--- src/rtl/aptpu_pkg.sv ---
// Shared definitions for the APTPU processing-element datapath: FSM state
// encodings, the default accumulator width and the operand-width sanity check.
package aptpu_pkg;

  localparam int ACC_W_DEFAULT = 32;

  typedef enum logic [1:0] {
    ST_IDLE  = 2'd0,
    ST_ACCUM = 2'd1,
    ST_DONE  = 2'd2
  } pe_state_t;

  // The accumulator must be wide enough to hold a single full product.
  function automatic bit acc_width_ok(input int acc_w, input int dw, input int ww);
    return acc_w >= dw + ww;
  endfunction

endpackage

--- src/rtl/pe_accumulator_if.sv ---
// Product-in / partial-sum-out handshake bundle of a processing-element accumulator.
interface pe_accumulator_if
  import aptpu_pkg::*;
#(
  parameter int DW    = 8,
  parameter int WW    = 8,
  parameter int ACC_W = ACC_W_DEFAULT,
  parameter int KW    = 16
);

  logic             start;
  logic [KW-1:0]    k_len;
  logic [DW+WW-1:0] prod_in;
  logic             prod_valid;
  logic             prod_ready;
  logic [ACC_W-1:0] acc_out;
  logic             acc_valid;
  logic             acc_ready;
  logic             ovf;
  logic             busy;

  modport master (
    output start, k_len, prod_in, prod_valid, acc_ready,
    input  prod_ready, acc_out, acc_valid, ovf, busy
  );

  modport slave (
    input  start, k_len, prod_in, prod_valid, acc_ready,
    output prod_ready, acc_out, acc_valid, ovf, busy
  );

endinterface

--- src/rtl/pe_sat_adder.sv ---
// Combinational accumulate step: zero-extends the addend, adds it one bit wider
// than the accumulator and either clamps to all-ones or wraps on carry-out.
module pe_sat_adder
  import aptpu_pkg::*;
#(
  parameter int IW       = 16,
  parameter int ACC_W    = ACC_W_DEFAULT,
  parameter int SATURATE = 1
) (
  input  logic [ACC_W-1:0] acc,
  input  logic [IW-1:0]    addend,
  output logic [ACC_W-1:0] sum,
  output logic             carry
);

  logic [ACC_W:0] full_sum;

  assign full_sum = {1'b0, acc} + {{(ACC_W + 1 - IW){1'b0}}, addend};
  assign carry    = full_sum[ACC_W];
  assign sum      = ((SATURATE != 0) && carry) ? {ACC_W{1'b1}} : full_sum[ACC_W-1:0];

endmodule

--- src/rtl/pe_accumulator.sv ---
// Accumulates exactly k_len unsigned products into one partial sum and offers
// it on a valid/ready port, with a sticky overflow flag per accumulation.
module pe_accumulator
  import aptpu_pkg::*;
#(
  parameter int DW       = 8,
  parameter int WW       = 8,
  parameter int ACC_W    = ACC_W_DEFAULT,
  parameter int SATURATE = 1,
  parameter int KW       = 16
) (
  input  logic               clk,
  input  logic               rst,
  pe_accumulator_if.slave    bus
);

  localparam int IW = DW + WW;

  if (!acc_width_ok(ACC_W, DW, WW)) begin : g_bad_acc_width
    $error("pe_accumulator: ACC_W must be at least DW+WW");
  end

  pe_state_t        state_q, state_d;
  logic [ACC_W-1:0] acc_q, acc_d;
  logic [KW-1:0]    count_q, count_d;
  logic [KW-1:0]    k_q, k_d;
  logic             ovf_q, ovf_d;

  logic [ACC_W-1:0] add_sum;
  logic             add_carry;
  logic             handshake;

  pe_sat_adder #(
    .IW       (IW),
    .ACC_W    (ACC_W),
    .SATURATE (SATURATE)
  ) u_adder (
    .acc    (acc_q),
    .addend (bus.prod_in),
    .sum    (add_sum),
    .carry  (add_carry)
  );

  // Every output is a decode of registered state, so nothing downstream sees prod_in or acc_ready combinationally.
  assign bus.prod_ready = (state_q == ST_ACCUM);
  assign bus.acc_valid  = (state_q == ST_DONE);
  assign bus.busy       = (state_q != ST_IDLE);
  assign bus.acc_out    = acc_q;
  assign bus.ovf        = ovf_q;
  assign handshake      = bus.prod_valid & bus.prod_ready;

  always_comb begin
    state_d = state_q;
    acc_d   = acc_q;
    count_d = count_q;
    k_d     = k_q;
    ovf_d   = ovf_q;
    case (state_q)
      ST_IDLE: begin
        if (bus.start) begin
          acc_d   = '0;
          count_d = '0;
          ovf_d   = 1'b0;
          k_d     = bus.k_len;
          state_d = (bus.k_len != '0) ? ST_ACCUM : ST_DONE;
        end
      end
      ST_ACCUM: begin
        if (handshake) begin
          acc_d   = add_sum;
          ovf_d   = ovf_q | add_carry;
          count_d = count_q + KW'(1);
          if (count_q == k_q - KW'(1)) begin
            state_d = ST_DONE;
          end
        end
      end
      ST_DONE: begin
        if (bus.acc_ready) begin
          state_d = ST_IDLE;
        end
      end
      default: state_d = ST_IDLE;
    endcase
  end

  always_ff @(posedge clk) begin
    if (rst) begin
      state_q <= ST_IDLE;
      acc_q   <= '0;
      count_q <= '0;
      k_q     <= '0;
      ovf_q   <= 1'b0;
    end else begin
      state_q <= state_d;
      acc_q   <= acc_d;
      count_q <= count_d;
      k_q     <= k_d;
      ovf_q   <= ovf_d;
    end
  end

endmodule

--- src/flat_wrapper.sv ---
// flat-port wrapper written by rule: the top's interface ports become plain ports
module pe_accumulator_flat import aptpu_pkg::*;
#(
  parameter int DW       = 8,
  parameter int WW       = 8,
  parameter int ACC_W    = ACC_W_DEFAULT,
  parameter int SATURATE = 1,
  parameter int KW       = 16
)
  (clk, rst, bus_start, bus_k_len, bus_prod_in, bus_prod_valid, bus_acc_ready, bus_prod_ready, bus_acc_out, bus_acc_valid, bus_ovf, bus_busy);
  pe_accumulator_if #(.DW(DW), .WW(WW), .ACC_W(ACC_W), .KW(KW)) bus_i ();
  input  logic clk;
  input  logic rst;
  input wire logic [$bits(bus_i.start)-1:0] bus_start;
  input wire logic [$bits(bus_i.k_len)-1:0] bus_k_len;
  input wire logic [$bits(bus_i.prod_in)-1:0] bus_prod_in;
  input wire logic [$bits(bus_i.prod_valid)-1:0] bus_prod_valid;
  input wire logic [$bits(bus_i.acc_ready)-1:0] bus_acc_ready;
  output wire logic [$bits(bus_i.prod_ready)-1:0] bus_prod_ready;
  output wire logic [$bits(bus_i.acc_out)-1:0] bus_acc_out;
  output wire logic [$bits(bus_i.acc_valid)-1:0] bus_acc_valid;
  output wire logic [$bits(bus_i.ovf)-1:0] bus_ovf;
  output wire logic [$bits(bus_i.busy)-1:0] bus_busy;
  assign bus_i.start = bus_start;
  assign bus_i.k_len = bus_k_len;
  assign bus_i.prod_in = bus_prod_in;
  assign bus_i.prod_valid = bus_prod_valid;
  assign bus_i.acc_ready = bus_acc_ready;
  assign bus_prod_ready = bus_i.prod_ready;
  assign bus_acc_out = bus_i.acc_out;
  assign bus_acc_valid = bus_i.acc_valid;
  assign bus_ovf = bus_i.ovf;
  assign bus_busy = bus_i.busy;
  pe_accumulator #(.DW(DW), .WW(WW), .ACC_W(ACC_W), .SATURATE(SATURATE), .KW(KW)) u_core (.clk(clk), .rst(rst), .bus(bus_i));
endmodule
--- config.mk ---
export PLATFORM = sky130hd
export DESIGN_NAME = pe_accumulator_flat
export DESIGN_NICKNAME = d
export VERILOG_FILES = /design/src/rtl/aptpu_pkg.sv /design/src/rtl/pe_accumulator_if.sv /design/src/rtl/pe_sat_adder.sv /design/src/rtl/pe_accumulator.sv /design/src/flat_wrapper.sv
export SDC_FILE = /design/constraint.sdc
export NUM_CORES = 1
export LEC_CHECK = 0
export ABC_AREA = 1
export BUFFER_PORTS_ARGS = -buffer_cell sky130_fd_sc_hd__buf_2
export CAP_MARGIN = 20
export CORE_UTILIZATION = 59
export DETAILED_ROUTE_END_ITERATION = 12
export PLACE_DENSITY = 0.83
export SLEW_MARGIN = 0
export SYNTH_ARGS = -nofsm -noshare
export SYNTH_HDL_FRONTEND = slang
export SYNTH_HIERARCHICAL = 1
export SYNTH_SLANG_ARGS = --single-unit
--- constraint.sdc ---
create_clock -name clk -period 2.9 [get_ports clk]
set_input_delay 0.725 -clock clk [delete_from_list [all_inputs] [get_ports clk]]
set_output_delay 0.725 -clock clk [all_outputs]
set_load 0.02 [all_outputs]
Yosys cells after proc, flatten, opt, wreduce, memory -nomap -nowiden:

Index checks and enable logic that the tools add are counted.

* input port bits: 37
* output and inout port bits: 36
* register bits: 67

* muxes and demuxes: 16
* bitwise gates (word level): 2
* $add $sub $neg: 3
* reductions and logical operators: 7
* eq/ne operators: 7

Operators by type and width (count)
* $mux 32: 3
* $pmux 32 s2: 1
* $add 32x16->33: 1
* $mux 16: 2
* $pmux 16 s2: 1
* $add 16x1->16 const B: 1
* $eq 16x16->1: 1
* $reduce_bool 16->1: 1
* $sub 16x1->16 const B: 1
* $mux 2: 5
* $ne 2x2->1 const B: 4
* $pmux 2 s3: 1
* $reduce_and 4->1: 1
* $reduce_bool 2->1: 2
* $reduce_and 3->1: 1
* $eq 2x1->1 const B: 1
* $eq 2x2->1 const B: 1
* $logic_not 2->1: 1
* $mux 1: 2
* $pmux 1 s2: 1
* $reduce_and 2->1: 1
* $and 1x1->1: 1
* $or 1x1->1: 1

Logic depth before layout (Yosys ltp):

* depth in word-level cells: 5
* depth in mapped cells: 16
* mapped depth without buffers: 16

By module:

The synthesis kept the hierarchy.

By module, submodules not included
* pe_accumulator: cells an instance 472, area an instance 3374.5 um2, instances 1
* pe_sat_adder: cells an instance 396, area an instance 1920.6 um2, instances 1

Worst setup path after synthesis:

Ideal clock, no wire load.

* path kind: in2reg
* start: in bus_prod_in[0]
* end: reg u_core.acc_q[12] (netlist: u_core/bus.acc_out[12])
* path slack: 0.573 ns
* arrival: 2.195 ns
* stages on the path: 13
* path through: ha_1 -> fa_1 -> nand2_1 -> o21ai_2 -> nand2_1 -> nand2_1 -> nand2_1 -> nand2_1 -> nand3_2 -> buf_6 -> nand3_2 -> nand3_1 -> a21oi_1

* cells in the longest elaborated chain, start to end: 4

Ends and longest elaborated chain
* start: declaration: line flat_wrapper.sv:16 `input wire logic [$bits(bus_i.prod_in)-1:0] bus_prod_in;`
* $add 32x16->33: line pe_sat_adder.sv:18 `assign full_sum = {1'b0, acc} + {{(ACC_W + 1 - IW){1'b0}}, addend};`
* $mux 32: line pe_sat_adder.sv:20 `assign sum = ((SATURATE != 0) && carry) ? {ACC_W{1'b1}} : full_sum[ACC_W-1:0];`
* named net u_core.add_sum[12]: line pe_accumulator.sv:29 `logic [ACC_W-1:0] add_sum;`
* $mux 32: line pe_accumulator.sv:69 `if (handshake) begin`
* $pmux 32 s2: line pe_accumulator.sv:58 `case (state_q)`
* end signal: assignment: line pe_accumulator.sv:90 `acc_q <= '0;`
* end signal: assignment: line pe_accumulator.sv:96 `acc_q <= acc_d;`
* end: declaration: line pe_accumulator.sv:24 `logic [ACC_W-1:0] acc_q, acc_d;`

The timed path passes the listed nets, and every way through them passes these cells. The select of a mux whose other input is x is not followed.
A chain may end at the register's enable or synchronous reset.

Worst setup path in the final report:

* start: in bus_prod_in[0]
* end: reg u_core.acc_q[2] (netlist: u_core/bus.acc_out[2])

Same word-level chain as after synthesis.

==> results by group <==
STA
  • Minimum clock period: 2.515 ns
  • Slew @ Worst Pin: 0.4633 ns
  • Setup violators final: 0
  • Final Hold Vio Count: 0
  • Max Clock Skew: 0.01653 ns
  • Achievable frequency: 397.6 MHz
  • Crit share post-route: 0.8673
  • Setup ws final: 0.3849 ns
  • Max Transition Viols Final: 0
  • Unrepaired setup endpoints after global routing: false
  • Relative slew slack: 0.6912
  • Fin Setup TNS: 0 ns

Placed design
  • Gpl congestion: 0.9438
  • Pre-CTS WS: 0.1488 ns
  • Port bufs: 72
  • HPWL after detailed placement: 10040 um

Synthesis
  • Flops & latches, synth: 67
  • Yosys cell types: 46
  • Count leader, synth: nand2_1
  • Post-synth top cells: nand2_1 (257), inv_1 (141), nand3_1 (99)
  • FFs w/ async S/R, synth: 0
  • EDFF count, synth: 0
  • Syn_nets: 924
  • Seq/Total Area, Yosys: 0.2533
  • Syn avg cell area: 6.100 sq um
  • Primary FF master, synth: dfxtp_1
  • Largest cells by area after synthesis: dfxtp_1 (25%), nand2_1 (18%), inv_1 (10%)
  • Mapped cell area: 5295 sq um
  • Yosys top cell by area: dfxtp_1
  • Share of Yosys cell area claimed by the top area cell type: 0.2533
  • Post-Syn Instances: 868
  • Synthesis Warnings: 6

Outcome
  • Status: complete, no violations

Global routing
  • Number of global-route vias before repair: 5243
  • Gr usage total: 0.3044
  • Global-route wire length before repair: 23750 um
  • Initial antenna violation count: 0
  • Total gr overflow: 0
  • Largest net degree at the start of global routing: 38

Clock tree
  • Root buffer cell: clkbuf_8
  • Sink Count: 67
  • CTS clk-pin slew, worst paths: 0.08 ns
  • TritonCTS clock tree: built
  • Cts hold-fix bufs: 0
  • Clk Latency, worst-skew pair: 0.35 ns
  • Max clock buf depth: 2
  • Post-CTS setup buffer count: 0
  • CTS resizes: 0
  • CTS H-tree lvls: 3
  • CTS Buf Count: 9

Die
  • Full die area: 9358 sq um
  • Ports: 73
  • Rows: 34
  • Area of the core: 8721 sq um
  • Width of the die: 96.74 um
  • Chip height: 96.74 um
  • Starting Density: 0.6072

Setup path
  • Setup crit end kind: flip-flop
  • Startpoint type of the worst setup path: input pin
  • RR Startpoint: u_core/bus.acc_out[0]
  • Critical Path RT: 3.12 ns
  • Worst Reg-to-Reg Cells: 12
  • Critical path arrival: 2.73 ns
  • Critical path type: in2reg
  • R2r setup slk: 0.47 ns
  • Worst flop-to-flop path endpoint: u_core/bus.acc_out[2]
  • Critical path peak fanout: 17

Hold path
  • Hold Path Origin: u_core/bus.acc_out[14]
  • Min-Delay Endpoint: u_core/bus.acc_out[14]
  • Hold depth: 2
  • Hold Crit Class: reg2reg

Layout
  • Area Overhead vs Synth: 12.90%
  • Share of layout cells above drive strength 1: 0.1426
  • Layout Nets: 991
  • N_diodes: 0

Route
  • Vias per inst: 5.396
  • Drt first pass iters: 5
  • Via count: 5655
  • # DRC: 0
  • DR iter-0 viols: 318
  • Drt wl/cell: 13.20 um
  • Drt total wl: 13840 um
  • ANT nets after route: 0

Job
  • Max_cap viols: 0

Pwr
  • P_leak: 3.112 nW
  • Peak supply drop: 0.2065 mV
  • Power per Cell Area: 453.0 nW/um^2
layout by cell type, fill, tap and decap left out, types with 5 or more instances in the layout:
cell type  count
a211oi_1      16
a21oi_1       55
buf_2         72
buf_4          5
clkbuf_8      10
dfxtp_1       67
ha_1          18
inv_1        141
nand2_1      257
nand3_1       99
nand3_2        5
nand3b_1       5
nand4_1        8
nor2_1        70
nor2_2         5
nor3_1        16
nor4_1         5
o21ai_0        9
o21ai_1        5
or2_2          5
xnor2_1        7
xor2_1        17
registers in the layout, indices dropped and copies added, names as in the netlist:
register and cells:
u_core/count_q 16, u_core/k_q 16, u_core/bus.ovf 1, u_core/state_q 2
u_core/bus.acc_out 32
through the flow:
stage / std cells / total power [W] / cell area (sq um) / hold slack [ns] / utilization
2_1_floorplan: 868 / 0.001557 / 5295 / 0.4448 / -
3_3_place_gp: 1032 / 0.001712 / 5729 / 0.4721 / 0.6570
3_5_place_dp: 1032 / 0.001723 / 5729 / 0.4749 / 0.6570
4_1_cts: 1048 / 0.002714 / 5978 / 0.4871 / 0.6855
5_1_grt: 1048 / 0.002861 / 5978 / 0.5154 / 0.6855
6_report: 1048 / 0.002708 / 5978 / 0.4847 / 0.6855
kinds of logic (layout without fill, tap and decap cells):
group | after synthesis | count (layout) | share of synthesized area
AOI/OAI and AO/OA | 95 | 95 | 0.1026
xor gates and xnor gates | 24 | 24 | 0.03970
adders and majority gates | 19 | 19 | 0.04631
buffers and inverters | 165 | 237 | 0.1212
DFF | 67 | 67 | 0.2533
and+or+nand+nor | 498 | 498 | 0.4369
power breakdown:
| group | switching [W] | internal, W | total, W |
|---|---|---|---|
| clock network | 0.000396 | 0.000597 | 0.000992 |
| logic | 0.000465 | 0.000237 | 0.000702 |
| registers | 0.0000502 | 0.000964 | 0.00101 |
| total | 0.000911 | 0.00180 | 0.00271 |
worst max path at each step:
stage | startpoint | end | cells past startpoint
floorplan | bus_prod_in[0] | u_core/bus.acc_out[12] | 13
global placement | bus_prod_in[0] | u_core/bus.acc_out[2] | 13
detailed placement | bus_prod_in[0] | u_core/bus.acc_out[2] | 13
CTS | bus_prod_in[0] | u_core/bus.acc_out[2] | 13
global route | bus_prod_in[0] | u_core/bus.acc_out[2] | 13
finish | bus_prod_in[0] | u_core/bus.acc_out[2] | 13
metal layers:
metal  track usage  up-vias  routed length [um]
met5             0        -                   0
met4        0.1010        0                 225
met3       0.04480       20                 892
met2        0.5114      206                6583
met1        0.3995     2522                6136
li1              -     2907                   -
critical path, cell delays in order:
cell and delay, ns:
buf_2 0.11, ha_1 0.19, fa_1 0.40, nand2_1 0.15, o21ai_2 0.09, nand2_1 0.06, nand2_1 0.10, nand2_1 0.09
nand2_1 0.09, nand3_2 0.33, o21ai_0 0.20, nand3_1 0.13, a21oi_1 0.07
area by class of cell:
class | instances | area (sq um)
Timing Repair Buffer | 77 | 397.9
Tap cell | 108 | 135.1
Clock inverter | 6 | 111.4
Inverter | 144 | 543.0
Clock buffer | 10 | 137.6
Sequential cell | 67 | 1341
Fill cell | 808 | 2743
Multi-Input combinational cell | 636 | 3312
No activity file was read; power rests on OpenSTA's default activity.
